**config.mk**
```make
export PLATFORM = sky130hd
export DESIGN_NAME = bp_cce_gad_pipe
export DESIGN_NICKNAME = d
export VERILOG_FILES = /design/src/rtl/bp_cce_pkg.sv /design/src/rtl/bp_cce_gad_beat_reduce.sv /design/src/rtl/bp_cce_gad_pipe.sv
export SDC_FILE = /design/constraint.sdc
export NUM_CORES = 1
export LEC_CHECK = 0
export CAP_MARGIN = 20
export CORE_ASPECT_RATIO = 1.25
export CORE_UTILIZATION = 40
export DETAILED_ROUTE_END_ITERATION = 8
export DONT_BUFFER_PORTS = 1
export GPL_TIMING_DRIVEN = 0
export PLACE_DENSITY = 0.62
export SKIP_CTS_REPAIR_TIMING = 1
export SLEW_MARGIN = 20
export SYNTH_ARGS = -nofsm -noshare
export SYNTH_HDL_FRONTEND = slang
export SYNTH_HIERARCHICAL = 1
export SYNTH_SLANG_ARGS = --single-unit
export TNS_END_PERCENT = 20
```
**constraint.sdc**
```tcl
create_clock -name clk_i -period 4.8 [get_ports clk_i]
set_clock_uncertainty 0.2 [all_clocks]
set_input_delay 0.48 -clock clk_i [delete_from_list [all_inputs] [get_ports clk_i]]
set_output_delay 0.48 -clock clk_i [all_outputs]
set_load 0.02 [all_outputs]
```
**src/rtl/bp_cce_pkg.sv**
```systemverilog
// Shared CCE types: coherence states, the gather-directory FSM state and the packed result record.
// Processor configuration (LCE count, way and LCE-id widths) is carried here as the default cfg.
package bp_cce_pkg;

    localparam int num_lce_gp         = 4;
    localparam int lce_assoc_width_gp = 3;
    localparam int lce_id_width_gp    = 3;
    localparam int coh_width_gp       = 3;

    typedef enum logic [2:0] {
        e_COH_I = 3'b000,
        e_COH_S = 3'b001,
        e_COH_E = 3'b010,
        e_COH_F = 3'b011,
        e_COH_M = 3'b110,
        e_COH_O = 3'b111
    } bp_coh_states_e;

    typedef enum logic [1:0] {
        e_gad_idle    = 2'd0,
        e_gad_collect = 2'd1,
        e_gad_done    = 2'd2
    } bp_cce_gad_state_e;

    typedef struct packed {
        logic [lce_assoc_width_gp-1:0] req_addr_way;
        logic [lce_id_width_gp-1:0]    owner_lce;
        logic [lce_assoc_width_gp-1:0] owner_way;
        bp_coh_states_e                owner_coh_state;
        logic                          replacement;
        logic                          upgrade;
        logic                          cached_shared;
        logic                          cached_exclusive;
        logic                          cached_modified;
        logic                          cached_owned;
        logic                          cached_forward;
    } bp_cce_gad_result_s;

    // E/M/O/F are the states that make an LCE the block's owner.
    function automatic logic is_owner_state(input bp_coh_states_e st);
        return (st == e_COH_E) || (st == e_COH_M) || (st == e_COH_O) || (st == e_COH_F);
    endfunction

endpackage

```
**src/rtl/bp_cce_gad_beat_reduce.sv**
```systemverilog
// Combinational reduction of one directory beat: cached-other flags, requester match and lowest-index owner.
// Macro BP_CCE_GAD_OWNER_CHECK_EN adds a flag for more than one owner candidate within the beat.
module bp_cce_gad_beat_reduce
    import bp_cce_pkg::*;
#(
    parameter int lces_per_beat_p = 2,
    parameter int beat_width_p    = 1
) (
    input  logic [beat_width_p-1:0]                       beat,
    input  logic [lce_id_width_gp-1:0]                    req_lce,
    input  logic [lces_per_beat_p-1:0]                    hits,
    input  logic [lces_per_beat_p*lce_assoc_width_gp-1:0] ways,
    input  logic [lces_per_beat_p*coh_width_gp-1:0]       states,
    output logic                                          other_s,
    output logic                                          other_e,
    output logic                                          other_m,
    output logic                                          other_o,
    output logic                                          other_f,
    output logic                                          req_hit,
    output logic [lce_assoc_width_gp-1:0]                 req_way,
    output bp_coh_states_e                                req_state,
    output logic                                          own_v,
    output logic [lce_id_width_gp-1:0]                    own_lce,
    output logic [lce_assoc_width_gp-1:0]                 own_way,
    output bp_coh_states_e                                own_state
`ifdef BP_CCE_GAD_OWNER_CHECK_EN
    ,
    output logic                                          own_multi
`endif
);

    logic [lces_per_beat_p-1:0]    in_range;
    logic [lces_per_beat_p-1:0]    is_req;
    logic [lces_per_beat_p-1:0]    other;
    logic [lces_per_beat_p-1:0]    own_hit;
    logic [lce_id_width_gp-1:0]    entry_lce   [lces_per_beat_p];
    logic [lce_assoc_width_gp-1:0] entry_way   [lces_per_beat_p];
    bp_coh_states_e                entry_state [lces_per_beat_p];

    genvar gi;
    generate
        for (gi = 0; gi < lces_per_beat_p; gi++) begin : g_entry
            logic [31:0] idx;
            assign idx             = 32'(beat) * 32'(lces_per_beat_p) + 32'(gi);
            // Padding entries past the last LCE never match anything.
            assign in_range[gi]    = idx < 32'(num_lce_gp);
            assign is_req[gi]      = in_range[gi] & (idx == 32'(req_lce));
            assign entry_lce[gi]   = idx[lce_id_width_gp-1:0];
            assign entry_way[gi]   = ways[gi*lce_assoc_width_gp +: lce_assoc_width_gp];
            assign entry_state[gi] = bp_coh_states_e'(states[gi*coh_width_gp +: coh_width_gp]);
            assign other[gi]       = hits[gi] & in_range[gi] & ~is_req[gi];
            assign own_hit[gi]     = hits[gi] & in_range[gi] & is_owner_state(entry_state[gi]);
        end
    endgenerate

    always_comb begin
        other_s   = 1'b0;
        other_e   = 1'b0;
        other_m   = 1'b0;
        other_o   = 1'b0;
        other_f   = 1'b0;
        req_hit   = 1'b0;
        req_way   = '0;
        req_state = e_COH_I;
        for (int j = 0; j < lces_per_beat_p; j++) begin
            if (other[j]) begin
                case (entry_state[j])
                    e_COH_S: other_s = 1'b1;
                    e_COH_E: other_e = 1'b1;
                    e_COH_M: other_m = 1'b1;
                    e_COH_O: other_o = 1'b1;
                    e_COH_F: other_f = 1'b1;
                    default: ;
                endcase
            end
            if (is_req[j] && hits[j]) begin
                req_hit   = 1'b1;
                req_way   = entry_way[j];
                req_state = entry_state[j];
            end
        end
    end

    // Scan from the top so the lowest-index candidate is the one left standing.
    always_comb begin
        own_v     = 1'b0;
        own_lce   = '0;
        own_way   = '0;
        own_state = e_COH_I;
        for (int j = lces_per_beat_p - 1; j >= 0; j--) begin
            if (own_hit[j]) begin
                own_v     = 1'b1;
                own_lce   = entry_lce[j];
                own_way   = entry_way[j];
                own_state = entry_state[j];
            end
        end
    end

`ifdef BP_CCE_GAD_OWNER_CHECK_EN
    assign own_multi = |(own_hit & (own_hit - lces_per_beat_p'(1)));
`endif

endmodule

```
**src/rtl/bp_cce_gad_pipe.sv**
```systemverilog
// Multi-beat gather of directory entries into registered owner/way/coherence flags behind valid/yumi.
// Macro BP_CCE_GAD_OWNER_CHECK_EN enables the sticky multiple-owner conflict output.
module bp_cce_gad_pipe
    import bp_cce_pkg::*;
#(
    parameter int lces_per_beat_p = 2
) (
    input  logic                                          clk_i,
    input  logic                                          reset_i,
    input  logic                                          start_v_i,
    output logic                                          start_ready_o,
    input  logic [lce_id_width_gp-1:0]                    req_lce_i,
    input  logic                                          req_type_flag_i,
    input  logic [coh_width_gp-1:0]                       lru_coh_state_i,
    input  logic                                          atomic_req_flag_i,
    input  logic                                          uncached_req_flag_i,
    input  logic                                          dir_v_i,
    output logic                                          dir_ready_o,
    input  logic [lces_per_beat_p-1:0]                    dir_hits_i,
    input  logic [lces_per_beat_p*lce_assoc_width_gp-1:0] dir_ways_i,
    input  logic [lces_per_beat_p*coh_width_gp-1:0]       dir_coh_states_i,
    output logic                                          v_o,
    input  logic                                          yumi_i,
    output logic [lce_assoc_width_gp-1:0]                 req_addr_way_o,
    output logic [lce_id_width_gp-1:0]                    owner_lce_o,
    output logic [lce_assoc_width_gp-1:0]                 owner_way_o,
    output logic [coh_width_gp-1:0]                       owner_coh_state_o,
    output logic                                          replacement_flag_o,
    output logic                                          upgrade_flag_o,
    output logic                                          cached_shared_flag_o,
    output logic                                          cached_exclusive_flag_o,
    output logic                                          cached_modified_flag_o,
    output logic                                          cached_owned_flag_o,
    output logic                                          cached_forward_flag_o,
    output logic                                          owner_conflict_o
);

    localparam int num_beats_lp = (num_lce_gp + lces_per_beat_p - 1) / lces_per_beat_p;
    localparam int cnt_width_lp = (num_beats_lp > 1) ? $clog2(num_beats_lp) : 1;
    localparam logic [cnt_width_lp-1:0] last_beat_lp = cnt_width_lp'(num_beats_lp - 1);

    bp_cce_gad_state_e state_reg, state_next;
    logic [cnt_width_lp-1:0] cnt_reg;

    logic [lce_id_width_gp-1:0] req_lce_reg;
    logic req_type_reg, atomic_reg, uncached_reg;
    bp_coh_states_e lru_reg;

    logic acc_s_reg, acc_e_reg, acc_m_reg, acc_o_reg, acc_f_reg;
    logic acc_s_next, acc_e_next, acc_m_next, acc_o_next, acc_f_next;
    logic req_hit_reg, req_hit_next;
    logic [lce_assoc_width_gp-1:0] req_way_reg, req_way_next;
    bp_coh_states_e req_state_reg, req_state_next;
    logic own_v_reg, own_v_next;
    logic [lce_id_width_gp-1:0] own_lce_reg, own_lce_next;
    logic [lce_assoc_width_gp-1:0] own_way_reg, own_way_next;
    bp_coh_states_e own_state_reg, own_state_next;

    bp_cce_gad_result_s result_reg, result_next;
    logic upgrade_next;

    logic start_accept, beat_accept, last_beat;
    logic [lces_per_beat_p-1:0] hits_gated;

    logic b_s, b_e, b_m, b_o, b_f, b_req_hit, b_own_v;
    logic [lce_assoc_width_gp-1:0] b_req_way, b_own_way;
    logic [lce_id_width_gp-1:0] b_own_lce;
    bp_coh_states_e b_req_state, b_own_state;

    assign start_accept = start_v_i & start_ready_o;
    assign beat_accept  = dir_v_i & dir_ready_o;
    assign last_beat    = beat_accept & (cnt_reg == last_beat_lp);
    // Gating hits means the reduction contributes nothing unless a beat is actually taken.
    assign hits_gated   = dir_hits_i & {lces_per_beat_p{beat_accept}};

`ifdef BP_CCE_GAD_OWNER_CHECK_EN
    logic b_own_multi;
    logic conflict_reg;
`endif

    bp_cce_gad_beat_reduce #(
        .lces_per_beat_p(lces_per_beat_p),
        .beat_width_p   (cnt_width_lp)
    ) reduce (
        .beat     (cnt_reg),
        .req_lce  (req_lce_reg),
        .hits     (hits_gated),
        .ways     (dir_ways_i),
        .states   (dir_coh_states_i),
        .other_s  (b_s),
        .other_e  (b_e),
        .other_m  (b_m),
        .other_o  (b_o),
        .other_f  (b_f),
        .req_hit  (b_req_hit),
        .req_way  (b_req_way),
        .req_state(b_req_state),
        .own_v    (b_own_v),
        .own_lce  (b_own_lce),
        .own_way  (b_own_way),
        .own_state(b_own_state)
`ifdef BP_CCE_GAD_OWNER_CHECK_EN
        ,
        .own_multi(b_own_multi)
`endif
    );

    always_comb begin
        state_next    = state_reg;
        start_ready_o = 1'b0;
        dir_ready_o   = 1'b0;
        v_o           = 1'b0;
        case (state_reg)
            e_gad_idle: begin
                start_ready_o = 1'b1;
                if (start_v_i) state_next = e_gad_collect;
            end
            e_gad_collect: begin
                dir_ready_o = 1'b1;
                if (dir_v_i && (cnt_reg == last_beat_lp)) state_next = e_gad_done;
            end
            e_gad_done: begin
                v_o = 1'b1;
                if (yumi_i) state_next = e_gad_idle;
            end
            default: state_next = e_gad_idle;
        endcase
    end

    always_ff @(posedge clk_i) begin
        if (reset_i) state_reg <= e_gad_idle;
        else         state_reg <= state_next;
    end

    // Final flags are formed from the accumulators merged with the beat being accepted.
    always_comb begin
        acc_s_next     = acc_s_reg | b_s;
        acc_e_next     = acc_e_reg | b_e;
        acc_m_next     = acc_m_reg | b_m;
        acc_o_next     = acc_o_reg | b_o;
        acc_f_next     = acc_f_reg | b_f;
        req_hit_next   = req_hit_reg | b_req_hit;
        req_way_next   = b_req_hit ? b_req_way : req_way_reg;
        req_state_next = b_req_hit ? b_req_state : req_state_reg;
        own_v_next     = own_v_reg | b_own_v;
        own_lce_next   = own_lce_reg;
        own_way_next   = own_way_reg;
        own_state_next = own_state_reg;
        if (!own_v_reg && b_own_v) begin
            own_lce_next   = b_own_lce;
            own_way_next   = b_own_way;
            own_state_next = b_own_state;
        end

        upgrade_next = req_type_reg & req_hit_next
                     & ((req_state_next == e_COH_S) || (req_state_next == e_COH_F)
                        || (req_state_next == e_COH_O));

        result_next                  = '0;
        result_next.req_addr_way     = req_hit_next ? req_way_next : '0;
        result_next.owner_lce        = own_v_next ? own_lce_next : '0;
        result_next.owner_way        = own_v_next ? own_way_next : '0;
        result_next.owner_coh_state  = own_v_next ? own_state_next : e_COH_I;
        result_next.upgrade          = upgrade_next;
        result_next.replacement      = (~upgrade_next & ((lru_reg == e_COH_E) || (lru_reg == e_COH_M)
                                                         || (lru_reg == e_COH_O)))
                                     | (req_hit_next & (atomic_reg | uncached_reg));
        result_next.cached_shared    = acc_s_next;
        result_next.cached_exclusive = acc_e_next;
        result_next.cached_modified  = acc_m_next;
        result_next.cached_owned     = acc_o_next;
        result_next.cached_forward   = acc_f_next;
    end

    always_ff @(posedge clk_i) begin
        if (reset_i) begin
            cnt_reg       <= '0;
            req_lce_reg   <= '0;
            req_type_reg  <= 1'b0;
            atomic_reg    <= 1'b0;
            uncached_reg  <= 1'b0;
            lru_reg       <= e_COH_I;
            acc_s_reg     <= 1'b0;
            acc_e_reg     <= 1'b0;
            acc_m_reg     <= 1'b0;
            acc_o_reg     <= 1'b0;
            acc_f_reg     <= 1'b0;
            req_hit_reg   <= 1'b0;
            req_way_reg   <= '0;
            req_state_reg <= e_COH_I;
            own_v_reg     <= 1'b0;
            own_lce_reg   <= '0;
            own_way_reg   <= '0;
            own_state_reg <= e_COH_I;
            result_reg    <= '0;
        end else if (start_accept) begin
            cnt_reg       <= '0;
            req_lce_reg   <= req_lce_i;
            req_type_reg  <= req_type_flag_i;
            atomic_reg    <= atomic_req_flag_i;
            uncached_reg  <= uncached_req_flag_i;
            lru_reg       <= bp_coh_states_e'(lru_coh_state_i);
            acc_s_reg     <= 1'b0;
            acc_e_reg     <= 1'b0;
            acc_m_reg     <= 1'b0;
            acc_o_reg     <= 1'b0;
            acc_f_reg     <= 1'b0;
            req_hit_reg   <= 1'b0;
            req_way_reg   <= '0;
            req_state_reg <= e_COH_I;
            own_v_reg     <= 1'b0;
            own_lce_reg   <= '0;
            own_way_reg   <= '0;
            own_state_reg <= e_COH_I;
            result_reg    <= '0;
        end else if (beat_accept) begin
            acc_s_reg     <= acc_s_next;
            acc_e_reg     <= acc_e_next;
            acc_m_reg     <= acc_m_next;
            acc_o_reg     <= acc_o_next;
            acc_f_reg     <= acc_f_next;
            req_hit_reg   <= req_hit_next;
            req_way_reg   <= req_way_next;
            req_state_reg <= req_state_next;
            own_v_reg     <= own_v_next;
            own_lce_reg   <= own_lce_next;
            own_way_reg   <= own_way_next;
            own_state_reg <= own_state_next;
            if (last_beat) result_reg <= result_next;
            else           cnt_reg    <= cnt_reg + cnt_width_lp'(1);
        end
    end

`ifdef BP_CCE_GAD_OWNER_CHECK_EN
    always_ff @(posedge clk_i) begin
        if (reset_i || start_accept) conflict_reg <= 1'b0;
        else if (beat_accept)        conflict_reg <= conflict_reg | (own_v_reg & b_own_v) | b_own_multi;
    end
    assign owner_conflict_o = conflict_reg & (state_reg == e_gad_done);
`else
    assign owner_conflict_o = 1'b0;
`endif

    assign req_addr_way_o          = result_reg.req_addr_way;
    assign owner_lce_o             = result_reg.owner_lce;
    assign owner_way_o             = result_reg.owner_way;
    assign owner_coh_state_o       = result_reg.owner_coh_state;
    assign replacement_flag_o      = result_reg.replacement;
    assign upgrade_flag_o          = result_reg.upgrade;
    assign cached_shared_flag_o    = result_reg.cached_shared;
    assign cached_exclusive_flag_o = result_reg.cached_exclusive;
    assign cached_modified_flag_o  = result_reg.cached_modified;
    assign cached_owned_flag_o     = result_reg.cached_owned;
    assign cached_forward_flag_o   = result_reg.cached_forward;

endmodule

```
==> Word level (Yosys, flattened, before mapping) <==
Cells that the tools add are included.
{ "word_totals": {"reg_bits": 53, "inputBits": 28, "out_inout_bits": 23, "elab_cells": 156} }
{ "op_classes": {"n_addsub": 2, "order_cmp": 2, "n_eq_ne": 23, "mux": 50, "n_bitwise": 29, "reduce_logical": 20} }
{ "ops": {"columns": ["operator", "count"], "rows": [
  ["3-bit 2-to-1 mux", 19],
  ["32-bit by 3-bit equality test with 1-bit output", 1],
  ["32-bit by 3-bit less-than comparator with 1-bit output, second input constant", 1],
  ["1-bit 2-to-1 mux", 27],
  ["3-bit equality test, second input constant", 7],
  ["3-bit by 2-bit equality test with 1-bit output, second input constant", 6],
  ["1-bit bitwise AND", 15],
  ["1-bit logical OR", 10],
  ["3-bit by 1-bit equality test with 1-bit output, second input constant", 3],
  ["1-bit bitwise OR", 9],
  ["2-bit 2-to-1 mux", 3],
  ["2-bit != test, second input constant", 3],
  ["2-bit case mux with 3 select lines", 1],
  ["1-bit logical AND", 4],
  ["1-bit inverter", 4],
  ["2-bit AND reduction", 2],
  ["2-bit by 1-bit adder with 3-bit output, second input constant", 1],
  ["2-bit by 3-bit equality test with 1-bit output", 1],
  ["2-bit by 3-bit less-than comparator with 1-bit output, second input constant", 1],
  ["3-bit AND reduction", 1],
  ["2-bit bitwise AND", 1],
  ["2-bit by 1-bit equality test with 1-bit output, second input constant", 1],
  ["2-bit equality test, second input constant", 1],
  ["2-bit zero test", 1],
  ["other kinds (3)", 3]
]} }

==> Logic depth before layout (Yosys ltp) <==
Gate-level depths: netlist of run 1.
{ "depth": {"word_depth": 15, "ltp_mapped": 11, "mapped_depth_nobuf": 9} }

==> Hierarchy <==
The synthesis of run 1 kept the hierarchy.
{ "modules_own_cells": {"columns": ["mod", "instances", "cells_each", "area_each_um2"], "rows": [
  ["bp_cce_gad_pipe", 1, 251, 2159.6],
  ["bp_cce_gad_beat_reduce", 1, 68, 467.9]
]} }

==> Worst setup path before layout of run 1 <==
No wires, ideal clock.
{ "synth_path": {"kind": "in2reg", "from": "input dir_v_i", "to": "register result_reg, in the netlist owner_coh_state_o[0]", "setup_ps": 123, "arrival_time_ps": 2039, "required_time_ps": 4477, "slack_ps": 2438, "stages": 10, "n_path_buf": 3, "path_cell_list": "and3b_1 -> buf_2 -> and2_1 -> buf_2 -> nand2_1 -> nand2_1 -> nor2b_1 -> buf_1 -> a221oi_1 -> nor3_2"} }
{ "synth_between": {"elab_chain_len": 9} }
{ "synth_rtl": {"columns": ["element", "line_no", "text"], "rows": [
  ["start, declared", "bp_cce_gad_pipe.sv:17", "input logic dir_v_i,"],
  ["1-bit bitwise AND *", "bp_cce_gad_pipe.sv:71", "assign beat_accept = dir_v_i & dir_ready_o;"],
  ["2-bit bitwise AND *", "bp_cce_gad_pipe.sv:74", "assign hits_gated = dir_hits_i & {lces_per_beat_p{beat_accept}};"],
  ["via hits_gated[1]", "bp_cce_gad_pipe.sv:63", "logic [lces_per_beat_p-1:0] hits_gated;"],
  ["1-bit bitwise AND * (2 in a row)", "bp_cce_gad_beat_reduce.sv:52", "assign own_hit[gi] = hits[gi] & in_range[gi] & is_owner_state(entry_state[gi]);"],
  ["1-bit 2-to-1 mux * (2 in a row)", "bp_cce_gad_beat_reduce.sv:91", "if (own_hit[j]) begin"],
  ["via b_own_v", "bp_cce_gad_pipe.sv:65", "logic b_s, b_e, b_m, b_o, b_f, b_req_hit, b_own_v;"],
  ["1-bit logical AND", "bp_cce_gad_pipe.sv:149", "if (!own_v_reg && b_own_v) begin"],
  ["3-bit 2-to-1 mux", "bp_cce_gad_pipe.sv:149", null],
  ["3-bit 2-to-1 mux *", "bp_cce_gad_pipe.sv:163", "result_next.owner_coh_state = own_v_next ? own_state_next : e_COH_I;"],
  ["end signal, assigned", "bp_cce_gad_pipe.sv:229", "if (last_beat) result_reg <= result_next;"],
  ["end, declared", "bp_cce_gad_pipe.sv:59", "bp_cce_gad_result_s result_reg, result_next;"]
]} }
Mark *: on every way through the listed nets, which the timed path passes. The rest lies on a longest branch.
A chain may end at the register's enable or synchronous reset.

==> Worst setup path in the final report of run 1 <==
{ "layout_path": {"from": "register state_reg[0]", "to": "register result_reg, in the netlist owner_coh_state_o[0]"} }
{ "layout_rtl": {"columns": ["element", "line_no", "text"], "rows": [
  ["start, declared", "bp_cce_gad_pipe.sv:42", "bp_cce_gad_state_e state_reg, state_next;"],
  ["start signal, assigned", "bp_cce_gad_pipe.sv:131", "if (reset_i) state_reg <= e_gad_idle;"],
  ["start signal, assigned", "bp_cce_gad_pipe.sv:132", "else state_reg <= state_next;"],
  ["2-bit by 1-bit equality test with 1-bit output *", "bp_cce_gad_pipe.sv:113", "case (state_reg)"],
  ["1-bit 2-to-1 mux *", "bp_cce_gad_pipe.sv:113", null],
  ["1-bit bitwise AND *", "bp_cce_gad_pipe.sv:71", null],
  ["2-bit bitwise AND *", "bp_cce_gad_pipe.sv:74", null],
  ["via hits_gated[0]", "bp_cce_gad_pipe.sv:63", null],
  ["1-bit bitwise AND * (2 in a row)", "bp_cce_gad_beat_reduce.sv:52", null],
  ["1-bit 2-to-1 mux *", "bp_cce_gad_beat_reduce.sv:91", null],
  ["via b_own_v", "bp_cce_gad_pipe.sv:65", null],
  ["1-bit logical AND", "bp_cce_gad_pipe.sv:149", null],
  ["3-bit 2-to-1 mux", "bp_cce_gad_pipe.sv:149", null],
  ["3-bit 2-to-1 mux *", "bp_cce_gad_pipe.sv:163", null]
]} }
Marks and branches as above.

==> impl_metrics.ini, run 1 <==
[critical_path]
cp.required_ns = 4.84
critPathLaunchType = flip-flop
critPathKind = flip-flop to flip-flop
critPathMaxFanout = 10
r2r_cells = 9
cp-end-kind = flip-flop
cp.arrival_ns = 2.85

[sta]
holdWs_ns = 0.0234
fmax_ghz = 0.356
setup-violations-final = 0
setup_tns_ns = 0
slew_headroom_pct = 60.6
post-route-period-util_pct = 58.6
finalCriticalPeriod_ns = 2.81
finalHoldViolations = 0
final_max_slew_viol_count = 0
rsz0062_at_grt = no
worst_pin_slew_ns = 0.591

[synthesis]
ys.flop_type = dfxtp_1
avgSynthCellArea_um2 = 8.24
syn_nets = 347
synthCells = 319
synth_warnings = 6
synth_area_leaders = dfxtp_1 40%, nand2_1 8.7%, a21oi_1 6.5%
synth.cell_area_mm2 = 0.00263
synth-async-reset-ratio_pct = 0
synth.top_cells.by_count = 61 x nand2_1, 53 x dfxtp_1, 40 x nor2_1
synth_seq_cells = 53
ys_seq_area_share_pct = 40.4
yosysMostFrequentCell = nand2_1
synth.top_cell.area_share_pct = 40.4
ys_types = 48
synth_edf_count = 0
yosysTopAreaCell = dfxtp_1

[floorplanning]
core_area_mm2 = 0.00625
row_count = 32
die_h_um = 92.6
initial_core_util_pct = 42.1
design.die.area_mm2 = 0.00690
die_width_um = 74.5
ios = 51

[power]
vdd_drop_max_mv = 0.164
power_density_mw_per_mm2 = 296
p_leak_uw = 0.000985

[placed_design]
gp_congestion = 0.889
port_buffers = 0
post-dp-hpwl_um = 4570

[clocking]
cts_made_buffers = 5
clkSinkCount = 53
cts_tree = done
ctsHtreeMaxLevel = 2
cts.reportedPaths.clkPinSlew_ns = 0.10
root_buffer = clkbuf_8
clk_latency_ns = 0.31
cts_max_path_buffers = 2

[worst_hold_path]
hp-class = input port to flip-flop
hold_depth = 1

[global_routing]
grt_pass1_wl_um = 10000
grt_use_total_pct = 19.4
grt_pass1_vias = 2061
antenna_found_initial = 0
grt_max_degree = 17
grt-ovfl-total = 0

[drt]
ant_nets = 0
vias_per_cell = 5.44
route.vias.total = 2242
wl_per_cell_um = 15.2
wl_um = 6280
drt_iter0_drc = 165
dr.pass1.iters = 4
drc = 0

[cells_and_area]
fill_cells = 647
area_growth_pct = 8.62
fin_nets = 354
final_util_pct = 45.7
drive_gt1_share_pct = 18.0
diodes = 0

[run_status]
status = finished clean

[job]
maxCapViolCount = 0
-- metrics by stage --
step / setup slack (ns) / power [uW] / cells / cell area [um^2]
global placement: 1.94 / 541 / 404 / 2730
finish: 1.99 / 845 / 412 / 2850
detailed placement: 1.94 / 542 / 404 / 2730
floorplan: 2.44 / 525 / 319 / 2630
global route: 1.80 / 885 / 412 / 2850
CTS: 2.00 / 856 / 412 / 2850
-- final timing paths --
path,start,slack [ns],end
worst max register to register,state_reg[0],1.99,owner_coh_state_o[0]
worst min-delay path,reset_i,0.02,lru_reg[0]
worst max-delay path,state_reg[0],1.99,owner_coh_state_o[0]
worst min register to register,lru_reg[0],0.26,lru_reg[0]
-- cell families after synthesis --
group | Yosys count | synth area share (%)
and+or+nand+nor | 167 | 33.8
muxes | 2 | 0.762
xor gates and xnor gates | 1 | 0.619
other | 2 | 0.286
AOI/OAI and AO/OA | 69 | 18.8
DFF | 53 | 40.4
buffers and inverters | 25 | 5.33
-- final cells by class --
type                            instances  area (um^2)  share of cell area, %
Multi-Input combinational cell        241         1430                   50.0
Sequential cell                        53         1060                   37.2
Buffer                                 24          136                   4.78
Tap cell                               85          106                   3.73
Clock buffer                            6         82.6                   2.89
Clock inverter                          2         37.5                   1.32
Inverter                                1         3.75                  0.132
-- cell usage in the layout (no fill, tap or decap), types with 2 or more instances in the layout --
cell type  synthesis  layout
a311oi_1           2       2
buf_4              6       6
buf_2             13      13
conb_1             2       2
nor3_2            17      17
nand2_1           61      61
a21oi_1           34      34
a32oi_1            2       2
a21oi_2            3       3
a22o_1             3       3
or2_1              2       2
a211oi_1           4       4
o32ai_1            2       2
a221oi_2           4       4
buf_1              2       2
mux2i_1            2       2
dfxtp_1           53      53
nand3b_1           5       5
nor3_1             6       6
clkbuf_1           2       2
o41ai_2            2       2
o21ai_0            3       3
a221oi_1           4       4
nand3_1            8       8
nor2_1            40      40
and4bb_1           2       2
clkbuf_8           0       6
nor2b_1            5       5
nand2b_1           3       3
nor4_1             2       2
and2_1             6       6
and3b_1            2       2
-- power by group --
| part | switching [uW] | internal [uW] | leakage, uW |
|---|---|---|---|
| sequential | 6.88 | 446 | 0.000429 |
| combinational | 53.1 | 26.0 | 0.000499 |
| clock | 143 | 170 | 0.0000574 |
-- critical path, cell delays in order (launching register included) --
cell and delay [ns]:
dfxtp_1 0.40, and3b_1 0.25, buf_2 0.25, and2_1 0.28, nand2_1 0.22, nand2_1 0.21, nor2b_1 0.14, buf_1 0.43
a221oi_1 0.22, nor3_2 0.14
-- layer usage --
layer	global-route usage [%]	vias up	wire, um
li1	-	1122	-
met1	25.3	1025	2780
met2	27.8	77	2770
met3	5.44	18	423
met4	11.9	0	308
met5	0	-	0
Note: power is estimated with default switching activity, not from simulation.
==> run 2, diff against run 1 <==
Clock period 4.8 ns to 2.7 ns, I/O delays scaled along.
==> run 2 against run 1 <==
Count of clock-buffer cells in the layout unchanged. Core utilization up 2.4 points. Critical path depth up 1. Largest cell class unchanged. Clock power up 77%. Critical endpoint is now owner_way_o[1]. Sequential cell count unchanged. Worst setup slack worse by 1.9 ns. Sequential share of layout area down 1.9 points. Non-clock buffer count up 12. Hold slack better by 0.0014 ns.
==> impl_metrics.ini, run 2 (same netlist as run 1, synthesis figures left out) <==
[run_status]
status = finished clean

[critical_path]
crit_end = owner_way_o[1]
rr_startpoint = state_reg[1]
crit_path_start = state_reg[1]
timing.rr.end = owner_way_o[1]
r2r_cells = 10
cp-end-kind = flip-flop
critPathMaxFanout = 10
critPathLaunchType = flip-flop
cp.arrival_ns = 2.56
r2r_slack_ns = 0.13
cp.required_ns = 2.69
critPathKind = flip-flop to flip-flop

[cells_and_area]
final_cell_mix = 60 x nand2_1, 53 x dfxtp_1, 40 x nor2_1
drive_gt1_share_pct = 19.5
fill_cells = 626
area_growth_pct = 14.4
fin_nets = 366
diodes = 0
final_common_cell = nand2_1

[clocking]
cts_made_buffers = 5
ctsHtreeMaxLevel = 2
clk_latency_ns = 0.31
cts.reportedPaths.clkPinSlew_ns = 0.10
cts_tree = done
cts_max_path_buffers = 2
root_buffer = clkbuf_8
clkSinkCount = 53

[sta]
rsz0062_at_grt = yes
final_max_slew_viol_count = 0
setup-violations-final = 0
finalCriticalPeriod_ns = 2.57
holdWs_ns = 0.0248
fmax_ghz = 0.389
post-route-period-util_pct = 95.2
worst_pin_slew_ns = 0.652
slew_headroom_pct = 56.6
finalHoldViolations = 0

[floorplanning]
initial_core_util_pct = 42.1
die_h_um = 92.6
row_count = 32
design.die.area_mm2 = 0.00690
ios = 51
die_width_um = 74.5
core_area_mm2 = 0.00625

[drt]
drt_iter0_drc = 120
dr.pass1.iters = 4
route.vias.total = 2274
drc = 0
wl_um = 6430
ant_nets = 0
wl_per_cell_um = 15.2
vias_per_cell = 5.36

[placed_design]
port_buffers = 0
gp_congestion = 0.889
post-dp-hpwl_um = 4570

[power]
p_total_uw = 1520
vdd_drop_max_mv = 0.359
p_leak_uw = 0.00105
power_density_mw_per_mm2 = 505

[global_routing]
grt_pass1_vias = 2061
antenna_found_initial = 0
grt_max_degree = 17
grt_use_total_pct = 19.4
grt_pass1_wl_um = 10000
grt-ovfl-total = 0

[job]
maxCapViolCount = 0

[worst_hold_path]
hp-class = input port to flip-flop
[run 2: cell count changes in the layout (fill, tap and decap cells not counted), moves of 2 or more]
| cell | delta |
|---|---|
| dlygate4sd3_1 | +12 |
| buf_2 | -2 |
| a221oi_1 | -2 |
| a221oi_2 | +2 |
| clkbuf_4 | +2 |
[run 2: worst min-delay path by stage]
stage	start	end	slack, ns	cells after the start
CTS	reset_i	lru_reg[0]	-0.20	1
finish	dir_ways_i[0]	own_way_reg[0]	0.02	4
global placement	reset_i	lru_reg[0]	0.14	1
detailed placement	reset_i	lru_reg[0]	0.14	1
global route	dir_ways_i[0]	own_way_reg[0]	0.03	4
floorplan	reset_i	lru_reg[0]	0.14	1
[run 2: metal layers]
layer  track usage (%)  vias to the layer above  wire length, um
li1                  -                     1146                -
met1              25.3                     1014             2720
met2              27.8                       95             2890
met3              5.44                       19              506
met4              11.9                        0              309
met5                 0                        -                0
[run 2: report_power, final]
| group | switching [uW] | leakage, uW | internal [uW] |
|---|---|---|---|
| sequential | 12.5 | 0.000429 | 793 |
| combinational | 97.9 | 0.000565 | 59.5 |
| clock | 254 | 0.0000574 | 301 |
| total | 364 | 0.00105 | 1150 |
[run 2: critical path: stages, from the launching register on]
cell and delay [ns]:
dfxtp_1 0.38, and3b_2 0.25, clkbuf_4 0.20, and2_1 0.19, buf_2 0.18, nand2_1 0.12
nand2_1 0.13, nor2b_1 0.16, clkbuf_2 0.22, a221oi_1 0.36, nor3_2 0.06
[run 2: metrics by stage]
stage | worst slack, ns | setup TNS, ns | instance area (um^2) | std cells | util [%]
6_report | 0.131 | 0 | 3010 | 424 | 48.1
2_1_floorplan | 0.446 | 0 | 2630 | 319 | -
4_1_cts | -0.0984 | -0.178 | 2850 | 412 | 45.7
3_3_place_gp | -0.0803 | -0.0995 | 2730 | 404 | 43.8
5_1_grt | -0.0432 | -0.149 | 3010 | 424 | 48.1
3_5_place_dp | -0.0827 | -0.125 | 2730 | 404 | 43.8
[run 2: area by class of cell]
cell class / count / area [um^2] / area share, %
multi-input combinational: 241 / 1450 / 48.3
sequential: 53 / 1060 / 35.3
buffer: 24 / 143 / 4.75
timing repair buffer: 12 / 120 / 4.00
tap: 85 / 106 / 3.54
clock buffer: 6 / 82.6 / 2.75
clock inverter: 2 / 37.5 / 1.25
inverter: 1 / 3.75 / 0.125
==> run 3, diff against run 2 <==
Settings changed: CORE_MARGIN set to 2, SKIP_LAST_GASP set to 1.
Clock period 2.7 ns to 3.1 ns, I/O delays scaled along.
==> run 3 against run 2 <==
First-iteration DRC count increased by 2.5%. Hold slack got worse by 0.021 ns. Cell count did not move. Worst setup slack better by 0.21 ns. Sequential cell count unchanged. Largest power group unchanged. Power shrank 15%. Final area down 1.8%.
==> impl_metrics.ini, run 3 (same netlist as run 1, synthesis figures left out) <==
[run_status]
status = finished clean

[global_routing]
antenna_found_initial = 0
grt-busiest-layer = met2
grt_util_met1_pct = 21.0
grt_pass1_vias = 2174
met3_usage_pct = 5.07
grt-ovfl-total = 0
grt_pass1_wl_um = 10500
grt_use_met2_pct = 32.2
grt_use_total_pct = 18.7
grt_max_degree = 16

[critical_path]
critPathSlowestCell = buf_1
cp_slowest_stage_delay_ns = 0.44
critPathKind = flip-flop to flip-flop
critPathLaunchType = flip-flop
rr_startpoint = state_reg[0]
critPathMaxFanout = 10
cp-end-kind = flip-flop
timing.rr.end = owner_coh_state_o[0]
crit_buf_inv = 2
r2r_cells = 9
cp.arrival_ns = 2.81
critPathTopFamily = simple AND/OR/NAND/NOR gates
crit_top_cell = nand2_1
cp.required_ns = 3.15
r2r_slack_ns = 0.34
path_cells = and3b_1 -> buf_2 -> and2_1 -> nand2_1 -> nand2_1 -> nor2b_1 -> buf_1 -> a221oi_1 -> nor3_2

[clocking]
clkSinkCount = 53
clk_latency_ns = 0.31
ctsHtreeMaxLevel = 2
cts_made_buffers = 5
cts_tree = done
cts.reportedPaths.clkPinSlew_ns = 0.10
root_buffer = clkbuf_8
cts_max_path_buffers = 2

[cells_and_area]
drive_gt1_share_pct = 17.2
multi_input_area_mm2 = 0.00143
diodes = 0
regArea_mm2 = 0.00106
fill_cells = 664
design_area_mm2 = 0.00295
final_common_cell = nand2_1
area_growth_pct = 12.3
fin_nets = 365
final_cell_mix = 61 x nand2_1, 53 x dfxtp_1, 40 x nor2_1

[floorplanning]
die_width_um = 76.5
die_h_um = 94.6
row_count = 33
design.die.area_mm2 = 0.00724
ios = 51
core_area_mm2 = 0.00644
initial_core_util_pct = 40.8

[drt]
vias_per_cell = 5.34
drt_iter0_drc = 123
wl_um = 6470
dr.pass1.iters = 4
drc = 0
route.vias.total = 2264
ant_nets = 0
wl_per_cell_um = 15.3

[sta]
rsz0062_at_grt = no
finalHoldViolations = 0
worst_pin_slew_ns = 0.600
finalCriticalPeriod_ns = 2.76
setup_tns_ns = 0
post-route-period-util_pct = 89.2
final_max_slew_viol_count = 0
setup-violations-final = 0
fmax_ghz = 0.362
slew_headroom_pct = 60.0

[worst_hold_path]
hp-class = input port to flip-flop
hold_depth = 3
min-delay-start = dir_v_i
hold_path_end = state_reg[0]

[power]
swShare_pct = 24.6
pwr-share-seq_pct = 54.2
clkPwrFrac_pct = 35.5
vdd_drop_max_mv = 0.232
power_density_mw_per_mm2 = 439
p_int_uw = 975
pwr-share-comb_pct = 10.3
p_leak_uw = 0.00103
p_switching_uw = 319

[placed_design]
gp_congestion = 0.912
placed_cell_area_mm2 = 0.00274
port_buffers = 0
post-dp-hpwl_um = 4690

[job]
maxCapViolCount = 0
## run 3: cell type report
cell class | count | share of cell area, %
repair buffers | 11 | 3.73
well taps | 87 | 3.69
inverters | 1 | 0.127
clock buffers | 5 | 2.33
plain buffers | 24 | 4.62
clock inverters | 2 | 1.19
flip-flops and latches | 53 | 36.0
multi-input cells | 241 | 48.3
## run 3: worst max-delay path by stage
stage,startpoint,end,slack (ns),depth (start not counted)
finish,state_reg[0],owner_coh_state_o[0],0.34,9
global route,state_reg[0],owner_coh_state_o[0],0.09,9
CTS,state_reg[0],owner_coh_state_o[0],0.27,9
detailed placement,state_reg[0],owner_coh_state_o[0],0.29,9
global placement,state_reg[1],owner_coh_state_o[0],0.30,9
floorplan,state_reg[1],owner_coh_state_o[0],0.85,10
## run 3: power by group through the flow
stage / Clock, uW / Sequential [uW] / Combinational (uW)
after detailed placement: 0 / 718 / 122
after floorplan: 0 / 715 / 97.1
after global placement: 0 / 717 / 120
after global routing: 496 / 703 / 146
final: 460 / 702 / 133
after CTS: 473 / 702 / 122
## run 3: metal layers
layer  routed length, um  part of all wire (%)  up-vias
met5                   0                     0        -
met3                 456                   7.0       14
met4                 230                   3.6        0
met2                3120                    48       71
met1                2660                    41     1033
li1                    -                     -     1146
## run 3: worst reg2reg max path, cell delays in order (launching register included)
cell      delay, ns
dfxtp_1        0.40
and3b_1        0.25
buf_2          0.25
and2_1         0.27
nand2_1        0.22
nand2_1        0.19
nor2b_1        0.14
buf_1          0.44
a221oi_1       0.22
nor3_2         0.14
## run 3: through the flow
step | hold slack (ns) | cells | setup slack, ns | power (uW) | utilization, %
floorplan | 0.179 | 319 | 0.846 | 812 | -
global placement | 0.181 | 406 | 0.297 | 837 | 42.5
detailed placement | 0.182 | 406 | 0.289 | 839 | 42.5
CTS | -0.152 | 413 | 0.270 | 1300 | 44.1
global route | 0.0636 | 424 | 0.0854 | 1350 | 45.8
finish | 0.00410 | 424 | 0.336 | 1290 | 45.8
